<file path="src/rtl/deserializador_alineado_pkg.sv">
`default_nettype none
// +----------------------------------------------------------------------+
// | pcie_phy_pkg : symbols and receive FSM states shared by the PHY RX    |
// | Rev 1.0                                                               |
// +----------------------------------------------------------------------+
package pcie_phy_pkg;

  localparam logic [7:0] COM_SYM = 8'hBC;
  localparam logic [7:0] IDL_SYM = 8'h7C;

  typedef enum logic [1:0] {
    SEARCH = 2'd0,
    ALIGN  = 2'd1,
    LOCKED = 2'd2
  } rx_state_t;

endpackage
`default_nettype wire

</file>
<file path="src/rtl/deserializador_alineado_if.sv">
`default_nettype none
// +----------------------------------------------------------------------+
// | deserializador_alineado_if : serial input and aligned word outputs    |
// | Rev 1.0                                                               |
// +----------------------------------------------------------------------+
interface deserializador_alineado_if #(
  parameter int WIDTH = 8
) ();

  logic             data_in;
  logic [WIDTH-1:0] data_out;
  logic             valid_out;
  logic             word_strobe;
  logic             active_out;
  logic             lock_lost;

  modport master (
    output data_in,
    input  data_out,
    input  valid_out,
    input  word_strobe,
    input  active_out,
    input  lock_lost
  );

  modport slave (
    input  data_in,
    output data_out,
    output valid_out,
    output word_strobe,
    output active_out,
    output lock_lost
  );

endinterface
`default_nettype wire

</file>
<file path="src/rtl/deserializador_alineado_detector_com.sv">
`default_nettype none
// +----------------------------------------------------------------------+
// | detector_com : serial shift register with COM / IDL symbol compare    |
// | Rev 1.0                                                               |
// +----------------------------------------------------------------------+
module detector_com
  import pcie_phy_pkg::*;
#(
  parameter int               WIDTH = 8,
  parameter logic [WIDTH-1:0] COM   = WIDTH'(COM_SYM),
  parameter logic [WIDTH-1:0] IDL   = WIDTH'(IDL_SYM)
) (
  input  wire logic             clk_32f,
  input  wire logic             reset,
  input  wire logic             data_in,
  output logic [WIDTH-1:0]      sr,
  output logic                  is_com,
  output logic                  is_idl
);

  logic [WIDTH-1:0] r_sr;

  // MSB arrives first, so new bits enter at the LSB end.
  always_ff @(posedge clk_32f) begin
    if (!reset) begin
      r_sr <= '0;
    end else begin
      r_sr <= {r_sr[WIDTH-2:0], data_in};
    end
  end

  assign sr     = r_sr;
  assign is_com = (r_sr == COM);
  assign is_idl = (r_sr == IDL);

endmodule
`default_nettype wire

</file>
<file path="src/rtl/deserializador_alineado.sv">
`default_nettype none
// +----------------------------------------------------------------------+
// | deserializador_alineado : COM-aligned serial-to-parallel receiver     |
// | Rev 1.0                                                               |
// +----------------------------------------------------------------------+
module deserializador_alineado
  import pcie_phy_pkg::*;
#(
  parameter int               WIDTH      = 8,
  parameter logic [WIDTH-1:0] COM        = WIDTH'(COM_SYM),
  parameter logic [WIDTH-1:0] IDL        = WIDTH'(IDL_SYM),
  parameter int               LOCK_COUNT = 4,
  parameter int               LOSS_COUNT = 4
) (
  input wire logic                clk_32f,
  input wire logic                reset,
  deserializador_alineado_if.slave bus
);

  localparam int c_BIT_W  = $clog2(WIDTH);
  localparam int c_COM_W  = $clog2(LOCK_COUNT + 1);
  localparam int c_MISS_W = $clog2(LOSS_COUNT + 1);

  localparam logic [c_BIT_W-1:0]  c_LAST_BIT = c_BIT_W'(WIDTH - 1);
  localparam logic [c_BIT_W-1:0]  c_BIT_ONE  = c_BIT_W'(1);
  localparam logic [c_COM_W-1:0]  c_COM_ONE  = c_COM_W'(1);
  localparam logic [c_COM_W-1:0]  c_LOCK     = c_COM_W'(LOCK_COUNT);
  localparam logic [c_MISS_W-1:0] c_LOSS     = c_MISS_W'(LOSS_COUNT);

  logic [WIDTH-1:0]    w_sr;
  logic                w_is_com;
  logic                w_is_idl;
  logic                w_boundary;
  logic [c_BIT_W-1:0]  w_bit_next;
  logic [c_COM_W-1:0]  w_com_inc;
  logic [c_MISS_W-1:0] w_miss_inc;

  rx_state_t           r_state;
  logic [c_BIT_W-1:0]  r_bit_cnt;
  logic [c_COM_W-1:0]  r_com_cnt;
  logic [c_MISS_W-1:0] r_miss_cnt;
  logic [WIDTH-1:0]    r_data_out;
  logic                r_valid_out;
  logic                r_word_strobe;
  logic                r_active_out;
  logic                r_lock_lost;

  detector_com #(
    .WIDTH (WIDTH),
    .COM   (COM),
    .IDL   (IDL)
  ) u_detector_com (
    .clk_32f (clk_32f),
    .reset   (reset),
    .data_in (bus.data_in),
    .sr      (w_sr),
    .is_com  (w_is_com),
    .is_idl  (w_is_idl)
  );

  assign w_boundary = (r_bit_cnt == '0);
  assign w_bit_next = (r_bit_cnt == c_LAST_BIT) ? '0 : r_bit_cnt + 1'b1;
  assign w_com_inc  = r_com_cnt + 1'b1;
  assign w_miss_inc = (r_miss_cnt == c_LOSS) ? c_LOSS : r_miss_cnt + 1'b1;

  always_ff @(posedge clk_32f) begin
    if (!reset) begin
      r_state       <= SEARCH;
      r_bit_cnt     <= '0;
      r_com_cnt     <= '0;
      r_miss_cnt    <= '0;
      r_data_out    <= '0;
      r_valid_out   <= 1'b0;
      r_word_strobe <= 1'b0;
      r_active_out  <= 1'b0;
      r_lock_lost   <= 1'b0;
    end else begin
      r_word_strobe <= 1'b0;
      r_lock_lost   <= 1'b0;
      r_bit_cnt     <= w_bit_next;
      case (r_state)
        SEARCH: begin
          // sr holds a full COM now, so the next boundary is WIDTH-1 cycles out.
          if (w_is_com) begin
            r_bit_cnt  <= c_BIT_ONE;
            r_com_cnt  <= c_COM_ONE;
            r_miss_cnt <= '0;
            if (LOCK_COUNT == 1) begin
              r_state      <= LOCKED;
              r_active_out <= 1'b1;
            end else begin
              r_state <= ALIGN;
            end
          end
        end
        ALIGN: begin
          if (w_boundary) begin
            if (w_is_com) begin
              r_com_cnt <= w_com_inc;
              if (w_com_inc == c_LOCK) begin
                r_state      <= LOCKED;
                r_active_out <= 1'b1;
                r_miss_cnt   <= '0;
              end
            end else begin
              r_state   <= SEARCH;
              r_com_cnt <= '0;
            end
          end
        end
        LOCKED: begin
          if (w_boundary) begin
            r_word_strobe <= 1'b1;
            if (w_is_com) begin
              r_valid_out <= 1'b0;
              r_miss_cnt  <= '0;
            end else if (w_is_idl) begin
              r_valid_out <= 1'b0;
            end else begin
              r_data_out  <= w_sr;
              r_valid_out <= 1'b1;
            end
          end else if (w_is_com) begin
            // A COM off the word grid means the transmitter has slipped.
            if (w_miss_inc == c_LOSS) begin
              r_state      <= SEARCH;
              r_active_out <= 1'b0;
              r_valid_out  <= 1'b0;
              r_lock_lost  <= 1'b1;
              r_bit_cnt    <= '0;
              r_com_cnt    <= '0;
              r_miss_cnt   <= '0;
            end else begin
              r_miss_cnt <= w_miss_inc;
            end
          end
        end
        default: begin
          r_state <= SEARCH;
        end
      endcase
    end
  end

  assign bus.data_out    = r_data_out;
  assign bus.valid_out   = r_valid_out;
  assign bus.word_strobe = r_word_strobe;
  assign bus.active_out  = r_active_out;
  assign bus.lock_lost   = r_lock_lost;

endmodule
`default_nettype wire

</file>
<file path="src/flat_wrapper.sv">
// flat-port wrapper written by rule: the top's interface ports become plain ports
module deserializador_alineado_flat import pcie_phy_pkg::*;
#(
  parameter int               WIDTH      = 8,
  parameter logic [WIDTH-1:0] COM        = WIDTH'(COM_SYM),
  parameter logic [WIDTH-1:0] IDL        = WIDTH'(IDL_SYM),
  parameter int               LOCK_COUNT = 4,
  parameter int               LOSS_COUNT = 4
)
  (clk_32f, reset, bus_data_in, bus_data_out, bus_valid_out, bus_word_strobe, bus_active_out, bus_lock_lost);
  deserializador_alineado_if #(.WIDTH(WIDTH)) bus_i ();
  input wire logic clk_32f;
  input wire logic reset;
  input wire logic [$bits(bus_i.data_in)-1:0] bus_data_in;
  output wire logic [$bits(bus_i.data_out)-1:0] bus_data_out;
  output wire logic [$bits(bus_i.valid_out)-1:0] bus_valid_out;
  output wire logic [$bits(bus_i.word_strobe)-1:0] bus_word_strobe;
  output wire logic [$bits(bus_i.active_out)-1:0] bus_active_out;
  output wire logic [$bits(bus_i.lock_lost)-1:0] bus_lock_lost;
  assign bus_i.data_in = bus_data_in;
  assign bus_data_out = bus_i.data_out;
  assign bus_valid_out = bus_i.valid_out;
  assign bus_word_strobe = bus_i.word_strobe;
  assign bus_active_out = bus_i.active_out;
  assign bus_lock_lost = bus_i.lock_lost;
  deserializador_alineado #(.WIDTH(WIDTH), .COM(COM), .IDL(IDL), .LOCK_COUNT(LOCK_COUNT), .LOSS_COUNT(LOSS_COUNT)) u_core (.clk_32f(clk_32f), .reset(reset), .bus(bus_i));
endmodule
</file>
<file path="config.mk">
export PLATFORM = sky130hd
export DESIGN_NAME = deserializador_alineado_flat
export DESIGN_NICKNAME = d
export VERILOG_FILES = /design/src/rtl/deserializador_alineado_pkg.sv /design/src/rtl/deserializador_alineado_if.sv /design/src/rtl/deserializador_alineado_detector_com.sv /design/src/rtl/deserializador_alineado.sv /design/src/flat_wrapper.sv
export SDC_FILE = /design/constraint.sdc
export NUM_CORES = 1
export LEC_CHECK = 0
export BUFFER_PORTS_ARGS = -buffer_cell sky130_fd_sc_hd__buf_2
export CORE_MARGIN = 2
export CORE_UTILIZATION = 57
export DETAILED_ROUTE_END_ITERATION = 12
export PLACE_DENSITY = 0.77
export SLEW_MARGIN = 20
export SYNTH_ARGS = -nofsm -noshare
export SYNTH_HDL_FRONTEND = slang
export SYNTH_SLANG_ARGS = --single-unit
</file>
<file path="constraint.sdc">
create_clock -name clk_32f -period 2.2 [get_ports clk_32f]
set_input_delay 0.44 -clock clk_32f [delete_from_list [all_inputs] [get_ports clk_32f]]
set_output_delay 0.44 -clock clk_32f [all_outputs]
set_load 0.01 [all_outputs]
</file>
; Yosys cells after proc, flatten, opt, wreduce, memory -nomap -nowiden
; Cells that the tools add are included.
[totals]
reg_bits = 31
latchBits = 0
mem_bits_rw = 0
romBits = 0
input_bits = 3
out_inout_bits = 12
elab_cells = 90
memories = 0
[classes]
n_addsub = 3
n_mul = 0
div = 0
n_lt_le_gt_ge = 0
eq_ne = 17
shifts = 0
mux = 42
n_bitwise = 4
n_reduce_logical = 14
[op_table]
columns = op, count
row1 = 3-bit two-way mux, 19
row2 = 3-bit case mux with 3 select lines, 2
row3 = 2-bit two-way mux, 7
row4 = "3-bit == test, second input constant", 4
row5 = 6-bit AND reduction, 2
row6 = 1-bit two-way mux, 11
row7 = "3-bit by 1-bit adder with 3-bit output, second input constant", 3
row8 = "8-bit by 7-bit == test with 1-bit output, second input constant", 1
row9 = "8-bit == test, second input constant", 1
row10 = "2-bit inequality test, second input constant", 4
row11 = 7-bit AND reduction, 1
row12 = "2-bit by 1-bit inequality test with 1-bit output, second input constant", 3
row13 = "3-bit by 2-bit inequality test with 1-bit output, second input constant", 2
row14 = 2-bit case mux with 3 select lines, 1
row15 = 3-bit case mux with 2 select lines, 1
row16 = 2-bit nonzero test, 3
row17 = 5-bit AND reduction, 1
row18 = 1-bit inverter, 4
row19 = 4-bit AND reduction, 1
row20 = 4-bit OR reduction, 1
row21 = 3-bit zero test, 1
row22 = 3-bit AND reduction, 1
row23 = 3-bit nonzero test, 1
row24 = "2-bit by 1-bit == test with 1-bit output, second input constant", 1
row25 = other kinds (4), 4

; Logic depth before layout (Yosys ltp)
; Gate-level depths: netlist of the first run.
[logic_depth]
ltp_word = 7
ltp_mapped = 8
ltp_nobuf = 7

; By module
; Synthesis of the first run repeated with hierarchy kept, for this count alone.
[unflattened]
hier_cells = 162
area_unflattened_um2 = 1601.5
[by_module_without_submodules]
columns = module, n_inst, cells_per_inst, area_each_um2, seq_area_each_um2
row1 = deserializador_alineado, 1, 141, 1327.5, 460.4
row2 = detector_com, 1, 21, 274.0, 160.2

; Worst setup path after synthesis of the first run
; No wires, ideal clock.
[synth_path]
kind = register to register
from = register u_core.r_miss_cnt[0]
to = register u_core.r_com_cnt[1]
setup_time_ns = 0.070
arrival_time_ns = 1.889
required_ns = 2.130
path_slack_ns = 0.241
stages_incl_launch_ff = 7
path_buffers = 0
period_less_slack_ns = 1.959
cell_sequence = dfxtp_1 ha_1 nand2b_1 a311oi_2 a21oi_2 or4_1 a21oi_1
[synth_between]
elab_chain_cells = 5
word_cells_on_any_way = 6
classes_between = add/sub (1) / eq/ne (3) / mux (1) / reduce/logical (1)
[synth_lines]
columns = element, line
row1 = "start, declared", deserializador_alineado.sv:41  ; logic [c_MISS_W-1:0] r_miss_cnt;
row2 = "start signal, assigned", deserializador_alineado.sv:134  ; r_miss_cnt <= w_miss_inc;
row3 = 3-bit by 1-bit adder with 3-bit output or 3-bit == test (tied branches), deserializador_alineado.sv:64  ; assign w_miss_inc = (r_miss_cnt == c_LOSS) ? c_LOSS : r_miss_cnt + 1'b1;
row4 = 3-bit two-way mux (*), deserializador_alineado.sv:64
row5 = 3-bit == test (*), deserializador_alineado.sv:125  ; if (w_miss_inc == c_LOSS) begin
row6 = 2-bit by 1-bit inequality test with 1-bit output (no line) (*), n/a
row7 = 6-bit AND reduction (no line) (*), n/a
row8 = "end signal, assigned", deserializador_alineado.sv:86  ; r_com_cnt <= c_COM_ONE;
row9 = "end signal, assigned", deserializador_alineado.sv:99  ; r_com_cnt <= w_com_inc;
row10 = "end, declared", deserializador_alineado.sv:40  ; logic [c_COM_W-1:0] r_com_cnt;
; Mark *: on every way between the ends. The rest lies on a longest branch, timed or not.
; A chain may end at the register's enable or synchronous reset.

; Worst setup path after layout of the first run
[layout_path]
from = register u_core.r_miss_cnt[0]
to = register u_core.r_com_cnt[2]
; The elaborated chain is that of the path after synthesis.

==> reports/qor.txt, run 1 <==
Pre-antenna DRT Iters: 4
Static Leakage: 0.0007166 uW
Syn avg cell area: 8.937 sq um
Req. time, crit path: 2.46 ns
Max Freq: 475.2 MHz
CP top delay family: simple AND/OR/NAND/NOR gates
Worst Setup Start Kind: flop
Hold Slack: 0.3235 ns
Core area: 0.002477 sq mm
ANT nets after route: 0
EDFF count, synth: 0
H-tree levels: 2
Syn Nets: 182
Clock latency on the worst-skew pair: 0.33 ns
CP max stage cell: or4_1
Total track usage: 23.19%
CP bufs+invs: 0
Global-route wire length before repair: 5685 um
Via density: 6.018
Post-synth top flop: dfxtp_1
RSZ-0062 raised after global routing: false
Final core utilization: 67.83%
HP Class: input port to flop
Standard-cell rows: 18
Synth Area in Simple Gates: 21.08%
Post-layout min period: 2.104 ns
Initial antenna violation count: 0
Compound-cell area share of the yosys netlist: 17.58%
Nets: 203
Post-cts hold buffer count: 0
Max-Slew Margin vs Limit: 64.11%
FF+latch count, synth: 31
Starting Density: 60.61%
Wl on met1: 1351 um
Uppermost routed layer: met4
Reg2reg start: u_core.r_miss_cnt[0]$_SDFFE_PN0P_
Clk sinks: 31
Asr flop ratio synth: 0%
Ratio of cells with drive above 1 in the final layout: 16.49%
CP cell instances: ha_1 -> nand2b_1 -> a311oi_4 -> a21oi_2 -> or4_1 -> a21oi_1
WL final: 3347 um
Most common cell after layout, fill and taps aside: dfxtp_1
Die area: 0.003061 sq mm
Syn Inst Count: 168
Routed len/inst: 15.35 um
Worst Path Max Fanout: 6
Num CTS Buffers: 5
Met2 Routed Length: 1662 um
CP max stage delay: 0.52 ns
Reg area: 620.6 sq um
XOR/XNOR Fraction of Synth Area: 1.167%
Clock-pin transition on the worst setup and hold timing paths: 0.10 ns
Port-buffer cells: 14
Max Cap Viol: 0
Final hold viol count: 0
Pwr dens: 542.7 mW/mm^2
Total number of vias: 1312
Number of setup violations in the final report: 0
DRC errors left: 0
Fillers: 207
Crit end category: flop
Skew final: 0.01436 ns
Area grow syn2layout: 11.92%
Ys Warns: 0
Worst-Margin Slew: 0.5378 ns
Fin crit share: 95.66%
TNS Setup: 0 ns
GPL Wtd Cong: 0.9437
Post-synth cell types: 38
Vias in the first global route: 1311
Setup crit start: u_core.r_miss_cnt[0]$_SDFFE_PN0P_
CTS tree: done
Pwr Total: 911.9 uW
Min-delay src: bus_data_in
Ant. Diodes: 0
Largest family of logic cells by synthesized area: simple AND/OR/NAND/NOR gates
Total congestion overflow: 0
Routed met3 length: 254 um
Synth Area in Adders: 9.167%
Worst vdd ir: 549.5 uV
Clk root buf: clkbuf_4
Max Root-Sink Buffers: 2
Critical path type: flop to flop
Largest net degree at the start of global routing: 17
CP arrival: 2.36 ns
Detail Placement HPWL: 2399 um
Post-synthesis mux area share: 5.333%
Post-synthesis sequential area ratio: 41.33%
Die Height: 55.33 um
Most frequent cells in the layout: dfxtp_1 (31), nor2_1 (17), a21oi_1 (15)
DIE WIDTH: 55.33 um
Mapped Area: 0.001501 sq mm
Area of the multi-input gates: 832.0 sq um
Status: complete, no violations
Pins Over Slew Limit: 0
Iteration-0 DRC Markers: 40
Io pins: 15
-- per-layer routing --
layer | global-route usage [%] | up-vias
li1 | - | 633
met1 | 26.69 | 620
met2 | 38.61 | 51
met3 | 7.026 | 8
met4 | 11.85 | 0
met5 | 0 | -
-- sequential cells by signal (all words and copies together) (netlist names) --
| register | count |
|---|---|
| u_core.bus.active_out | 1 |
| u_core.bus.data_out | 8 |
| u_core.bus.lock_lost | 1 |
| u_core.bus.valid_out | 1 |
| u_core.bus.word_strobe | 1 |
| u_core.r_bit_cnt | 3 |
| u_core.r_com_cnt | 3 |
| u_core.r_miss_cnt | 3 |
| u_core.r_state | 2 |
| u_core.u_detector_com.sr | 8 |
-- synth_stat cells, drive strengths merged, types with 2 or more instances --
cell type | instances | area share [%]
nand4 | 2 | 0.83
buf | 2 | 0.83
and2 | 11 | 4.7
o21bai | 2 | 1.3
nand3 | 10 | 3.3
ha | 11 | 9.2
o21ai | 9 | 3.0
o22ai | 3 | 1.3
nor2 | 17 | 4.2
nand2b | 4 | 1.7
a21oi | 16 | 5.6
xor2 | 2 | 1.2
or4 | 2 | 1.0
o31ai | 3 | 1.5
inv | 11 | 2.8
nor2b | 2 | 0.83
mux2i | 8 | 5.3
dfxtp | 31 | 41
nand2 | 5 | 1.3
clkbuf | 3 | 0.75
-- logic make-up after synthesis --
logic type,after synthesis
flops,31
fa+ha+maj,11
xor+xnor,2
buf+inv,16
mux,8
simple gates,59
compound gates,41
-- power by group --
part	total [uW]	switching, uW	internal [uW]
Sequential	575	5.73	569
Combinational	44.3	30.8	13.5
Clock	293	179	113
Total	912	216	696
-- what timing repair did --
action,in CTS,in global routing
endpoints found under the setup margin,0,2
gates resized for setup,0,2
setup buffers,0,0
-- final cells by class --
class	instances	share of cell area (%)
multi-input combinational	121	49.52
sequential	31	36.93
timing repair buffer	19	6.404
clock buffer	6	2.457
inverter	11	2.457
tap	30	2.234
-- worst paths after layout --
kind / end / slack (ns) / cells past startpoint
setup reg to reg: u_core.r_com_cnt[2]$_SDFFE_PN0P_ / 0.1 / 6
hold / removal: u_core.u_detector_com.sr[0]$_SDFF_PN0_ / 0.32 / 2
hold reg to reg: u_core.u_detector_com.sr[1]$_SDFF_PN0_ / 0.50 / 1
setup / recovery: u_core.r_com_cnt[2]$_SDFFE_PN0P_ / 0.1 / 6
-- per-stage QoR --
stage	std cells	cell area [sq um]	setup slack (ns)
6_report	218	1680	0.09556
5_1_grt	218	1680	0.01190
4_1_cts	218	1664	0.1084
3_5_place_dp	212	1623	0.1334
3_3_place_gp	212	1623	0.2341
2_1_floorplan	168	1501	0.2411
Note: power is estimated with default switching activity, not from simulation.
==> run 2, diff against run 1 <==
--- a/config.mk
+++ b/config.mk
@@ -7,9 +7,10 @@
 export LEC_CHECK = 0
 export BUFFER_PORTS_ARGS = -buffer_cell sky130_fd_sc_hd__buf_2
 export CORE_MARGIN = 2
-export CORE_UTILIZATION = 57
+export CORE_UTILIZATION = 60
 export DETAILED_ROUTE_END_ITERATION = 12
-export PLACE_DENSITY = 0.77
+export GPL_ROUTABILITY_DRIVEN = 0
+export PLACE_DENSITY = 0.81
 export SLEW_MARGIN = 20
 export SYNTH_ARGS = -nofsm -noshare
 export SYNTH_HDL_FRONTEND = slang
==> constraint.sdc (replaced) <==
create_clock -name clk_32f -period 2.6 [get_ports clk_32f]
set_input_delay 0.52 -clock clk_32f [delete_from_list [all_inputs] [get_ports clk_32f]]
set_output_delay 0.52 -clock clk_32f [all_outputs]
set_load 0.01 [all_outputs]
==> run 2 against run 1 <==
Sequential power shrank 15%. Critical path depth unchanged. Clock power shrank 3%. Sequential cell count is the same. Die area fell by 4.6%. Sequential share of layout area up 0.67 points.
==> reports/qor.txt, run 2 (synthesized netlist as in run 1, its figures left out) <==
CP arrival: 2.54 ns (was 2.36 ns)
WL final: 3159 um (was 3347 um)
Pre-antenna DRT Iters: 5 (was 4)
Iteration-0 DRC Markers: 64 (was 40)
Io pins: 15 (unchanged)
Critical path type: flop to flop (unchanged)
Pins Over Slew Limit: 0 (unchanged)
Ratio of cells with drive above 1 in the final layout: 15.59% (was 16.49%)
Max Freq: 441.0 MHz (was 475.2 MHz)
Global-route wire length before repair: 5168 um (was 5685 um)
Final core utilization: 67.85% (was 67.83%)
Status: complete, no violations (unchanged)
Crit end category: flop (unchanged)
Static Leakage: 0.0006963 uW (was 0.0007166 uW)
CP max stage delay: 0.53 ns (was 0.52 ns)
Number of setup violations in the final report: 0 (unchanged)
Standard-cell rows: 18 (unchanged)
Clock-pin transition on the worst setup and hold timing paths: 0.11 ns (was 0.10 ns)
Port-buffer cells: 14 (unchanged)
Clk root buf: clkbuf_4 (unchanged)
Detail Placement HPWL: 2252 um (was 2399 um)
Area of the multi-input gates: 815.8 sq um (was 832.0 sq um)
Post-layout min period: 2.268 ns (was 2.104 ns)
Die area: 0.002919 sq mm (was 0.003061 sq mm)
Core area: 0.002432 sq mm (was 0.002477 sq mm)
DP Area: 0.001593 sq mm (was 0.001623 sq mm)
HP Class: input port to flop (unchanged)
Largest net degree at the start of global routing: 17 (unchanged)
ANT nets after route: 0 (unchanged)
Worst-Margin Slew: 0.5283 ns (was 0.5378 ns)
CP cell instances: inv_1 -> ha_1 -> a311oi_2 -> a21oi_2 -> or4_1 -> a21oi_1 (was ha_1 -> nand2b_1 -> a311oi_4 -> a21oi_2 -> or4_1 -> a21oi_1)
Pwr dens: 487.5 mW/mm^2 (was 542.7 mW/mm^2)
CP top delay family: compound AO/OA/AOI/OAI gates (was simple AND/OR/NAND/NOR gates)
Clk sinks: 31 (unchanged)
Ant. Diodes: 0 (unchanged)
Hold Slack: 0.3817 ns (was 0.3235 ns)
Starting Density: 61.73% (was 60.61%)
Worst Path Max Fanout: 10 (was 6)
H-tree levels: 2 (unchanged)
Total number of vias: 1308 (was 1312)
TNS Setup: 0 ns (unchanged)
Via density: 6.056 (was 6.018)
Vias in the first global route: 1210 (was 1311)
Die Height: 54.03 um (was 55.33 um)
Req. time, crit path: 2.87 ns (was 2.46 ns)
CP bufs+invs: 1 (was 0)
Max-Slew Margin vs Limit: 64.74% (was 64.11%)
Pwr Total: 804.5 uW (was 911.9 uW)
Setup bufs post-CTS: 0 (unchanged)
Fillers: 200 (was 207)
Nets: 199 (was 203)
Fin crit share: 87.22% (was 95.66%)
Most common cell after layout, fill and taps aside: dfxtp_1 (unchanged)
Skew final: 0.01265 ns (was 0.01436 ns)
CP max stage cell: or4_1 (unchanged)
Initial antenna violation count: 0 (unchanged)
Post_cts resized: 0 (unchanged)
DIE WIDTH: 54.03 um (was 55.33 um)
Routed len/inst: 14.63 um (was 15.35 um)
Final Instance Area: 0.001650 sq mm (was 0.001680 sq mm)
Most frequent cells in the layout: dfxtp_1 (31), nor2_1 (17), a21oi_1 (15) (unchanged)
Num CTS Buffers: 5 (unchanged)
Clock latency on the worst-skew pair: 0.35 ns (was 0.33 ns)
DRC errors left: 0 (unchanged)
Total track usage: 25.51% (was 23.19%)
Area grow syn2layout: 9.916% (was 11.92%)
Post-cts hold buffer count: 0 (unchanged)
Final hold viol count: 0 (unchanged)
RSZ-0062 raised after global routing: false (unchanged)
CTS tree: done (unchanged)
Reg area: 620.6 sq um (unchanged)
Max Root-Sink Buffers: 2 (unchanged)
Max Cap Viol: 0 (unchanged)
Total congestion overflow: 0 (unchanged)
Worst vdd ir: 486.2 uV (was 549.5 uV)
Worst Setup Start Kind: flop (unchanged)
-- run 2: worst register-to-register path, stage by stage (launching register included) --
cell      delay, ns
dfxtp_1        0.46
inv_1          0.10
ha_1           0.35
a311oi_2       0.39
a21oi_2        0.21
or4_1          0.53
a21oi_1        0.15
-- run 2: worst paths after layout --
| path | from | to | slack [ns] | cells after the start |
|---|---|---|---|---|
| setup reg to reg | u_core.r_miss_cnt[0]$_SDFFE_PN0P_ | u_core.r_com_cnt[2]$_SDFFE_PN0P_ | 0.33 | 6 |
| setup / recovery | u_core.r_miss_cnt[0]$_SDFFE_PN0P_ | u_core.r_com_cnt[2]$_SDFFE_PN0P_ | 0.33 | 6 |
| hold reg to reg | u_core.bus.active_out$_SDFFE_PN0P_ | u_core.bus.active_out$_SDFFE_PN0P_ | 0.48 | 2 |
| hold / removal | bus_data_in | u_core.u_detector_com.sr[0]$_SDFF_PN0_ | 0.38 | 2 |
-- run 2: layout make-up --
| type | count | area share (%) |
|---|---|---|
| repair buffers | 15 | 4.701 |
| multi-input cells | 121 | 49.43 |
| clock buffers | 5 | 2.274 |
| well taps | 30 | 2.274 |
| flip-flops and latches | 31 | 37.60 |
| clock inverters | 3 | 1.213 |
| inverters | 11 | 2.502 |
-- run 2: report_power, final --
part	internal, uW	switching, uW	total (uW)
registers	482	4.56	486
clock network	103	181	284
logic	11.0	23.3	34.3
-- run 2: routing by layer --
layer  global-route usage [%]  part of all wire (%)  vias up
li1                         -                     -      628
met1                    27.69                    42      603
met2                    42.28                    47       60
met3                    9.722                   7.3       17
met4                    14.58                   3.7        0
met5                        0                     0        -
-- run 2: metrics by stage --
step           setup WS, ns  cells
2_1_floorplan        0.6411    168
4_1_cts              0.4000    216
3_5_place_dp         0.4197    208
3_3_place_gp         0.5379    208
5_1_grt              0.2465    216
6_report             0.3323    216
==> run 3, diff against run 2 <==
==> constraint.sdc (replaced) <==
create_clock -name clk_32f -period 2.8 [get_ports clk_32f]
set_input_delay 0.56 -clock clk_32f [delete_from_list [all_inputs] [get_ports clk_32f]]
set_output_delay 0.56 -clock clk_32f [all_outputs]
set_load 0.01 [all_outputs]
==> run 3 against run 2 <==
Power shrank 1.8%. Clock skew grew 0.0071 ns. Sequential share of layout area shrank 0.34 points. Largest power group unchanged. Maximum frequency shrank 2.2%. Clock power grew 7.7%. Sequential power shrank 7.2%. Count of clock-buffer cells in the layout grew 2.
==> reports/qor.txt, run 3 (synthesized netlist as in run 1, its figures left out) <==
Final Instance Area: 0.001665 sq mm (was 0.001650 sq mm)
Pwr Total: 789.7 uW (was 804.5 uW)
Internal: 604.0 uW (was 595.6 uW)
Setup bufs post-CTS: 0 (unchanged)
Core area: 0.002432 sq mm (unchanged)
Worst Setup Start Kind: flop (unchanged)
Worst-Margin Slew: 0.5470 ns (was 0.5283 ns)
Power share of the combinational group: 4.1% (was 4.3%)
Post-cts hold buffer count: 0 (unchanged)
Pins Over Slew Limit: 0 (unchanged)
Final hold viol count: 0 (unchanged)
Setup crit start: u_core.r_miss_cnt[0]$_SDFFE_PN0P_ (unchanged)
Die area: 0.002919 sq mm (unchanged)
Largest net degree at the start of global routing: 17 (unchanged)
Pre-antenna DRT Iters: 4 (was 5)
Fin crit share: 82.78% (was 87.22%)
WL final: 3235 um (was 3159 um)
Max Freq: 431.4 MHz (was 441.0 MHz)
Total number of vias: 1290 (was 1308)
CTS tree: done (unchanged)
Initial antenna violation count: 0 (unchanged)
Post-route insts no fill: 216 (unchanged)
Pwr dens: 474.2 mW/mm^2 (was 487.5 mW/mm^2)
Most common cell after layout, fill and taps aside: dfxtp_1 (unchanged)
Total congestion overflow: 0 (unchanged)
Skew final: 0.01972 ns (was 0.01265 ns)
Min-delay src: bus_data_in (unchanged)
Nets: 199 (unchanged)
Die Height: 54.03 um (unchanged)
Io pins: 15 (unchanged)
Placed cells: 208 (unchanged)
Ratio of cells with drive above 1 in the final layout: 15.59% (unchanged)
Switching share of power: 23.52% (was 25.96%)
DRC errors left: 0 (unchanged)
Sequential share of power: 57.1% (was 60.4%)
Total track usage: 25.32% (was 25.51%)
Status: complete, no violations (unchanged)
Clock latency on the worst-skew pair: 0.35 ns (about the same)
Via density: 5.972 (was 6.056)
Final core utilization: 68.47% (was 67.85%)
Standard-cell rows: 18 (unchanged)
RSZ-0062 raised after global routing: false (unchanged)
Max Cap Viol: 0 (unchanged)
Vias in the first global route: 1211 (was 1210)
Crit end category: flop (unchanged)
Most frequent cells in the layout: dfxtp_1 (31), nor2_1 (17), a21oi_1 (15) (unchanged)
CP arrival: 2.58 ns (was 2.54 ns)
Clk sinks: 31 (unchanged)
TNS Setup: 0 ns (unchanged)
Global-route wire length before repair: 5168 um (unchanged)
HP Class: input port to flop (unchanged)
Max Root-Sink Buffers: 2 (unchanged)
Routed len/inst: 14.98 um (was 14.63 um)
Iteration-0 DRC Markers: 50 (was 64)
Static Leakage: 0.0007066 uW (was 0.0006963 uW)
Post_cts resized: 0 (unchanged)
Worst vdd ir: 495.1 uV (was 486.2 uV)
Detail Placement HPWL: 2252 um (unchanged)
Clk root buf: clkbuf_4 (unchanged)
Number of setup violations in the final report: 0 (unchanged)
Ant. Diodes: 0 (unchanged)
H-tree levels: 2 (unchanged)
DP Area: 0.001593 sq mm (unchanged)
Worst Path Max Fanout: 10 (unchanged)
Port-buffer cells: 14 (unchanged)
DIE WIDTH: 54.03 um (unchanged)
Post-layout min period: 2.318 ns (was 2.268 ns)
Req. time, crit path: 3.07 ns (was 2.87 ns)
Critical path type: flop to flop (unchanged)
Reg2reg start: u_core.r_miss_cnt[0]$_SDFFE_PN0P_ (unchanged)
Max-Slew Margin vs Limit: 63.49% (was 64.74%)
Clk pwr share: 38.8% (was 35.3%)
Net Switching: 185.7 uW (was 208.9 uW)
Num CTS Buffers: 5 (unchanged)
ANT nets after route: 0 (unchanged)
Clock-pin transition on the worst setup and hold timing paths: 0.11 ns (about the same)
Starting Density: 61.73% (unchanged)
Area grow syn2layout: 10.92% (was 9.916%)
## run 3: cell type report
cell class	instances	area, sq um
multi-input combinational	121	815.8
fill	204	767.0
sequential	31	620.6
timing repair buffer	15	77.57
clock buffer	7	65.06
inverter	11	41.29
tap	30	37.54
clock inverter	1	7.507
## run 3: final timing paths
path | endpoint | slack (ns) | depth (start not counted)
worst max-delay path | u_core.r_com_cnt[2]$_SDFFE_PN0P_ | 0.48 | 6
worst min-delay path | u_core.u_detector_com.sr[0]$_SDFF_PN0_ | 0.42 | 2
worst max register to register | u_core.r_com_cnt[2]$_SDFFE_PN0P_ | 0.48 | 6
worst min register to register | u_core.bus.active_out$_SDFFE_PN0P_ | 0.49 | 2
## run 3: layer usage
| metal | routed length, um | vias to the layer above | share of wire, % | track usage [%] |
|---|---|---|---|---|
| met2 | 1575 | 62 | 49 | 41.87 |
| met5 | 0 | - | 0 | 0 |
| met3 | 234 | 12 | 7.2 | 9.444 |
| li1 | - | 634 | - | - |
| met1 | 1334 | 582 | 41 | 27.47 |
| met4 | 91 | 0 | 2.8 | 15.00 |
## run 3: through the flow
stage,hold slack (ns),worst slack [ns]
3_3_place_gp,0.4606,0.7378
2_1_floorplan,0.4442,0.8411
3_5_place_dp,0.4697,0.6279
6_report,0.4248,0.4822
4_1_cts,0.4062,0.5611
5_1_grt,0.4331,0.3848
## run 3: critical path: stages, from the launching register on
cell	delay (ns)
dfxtp_1	0.38
ha_1	0.27
nand2b_1	0.18
a311oi_2	0.49
a21oi_2	0.21
or4_1	0.53
a21oi_1	0.15
## run 3: power groups by stage
stage / Combinational, uW / Clock [uW] / Sequential, uW
finish: 32.1 / 306 / 451
global route: 38.1 / 330 / 452
CTS: 31.9 / 315 / 451
detailed placement: 31.8 / 0 / 462
global placement: 30.2 / 0 / 461
floorplan: 23.6 / 0 / 460
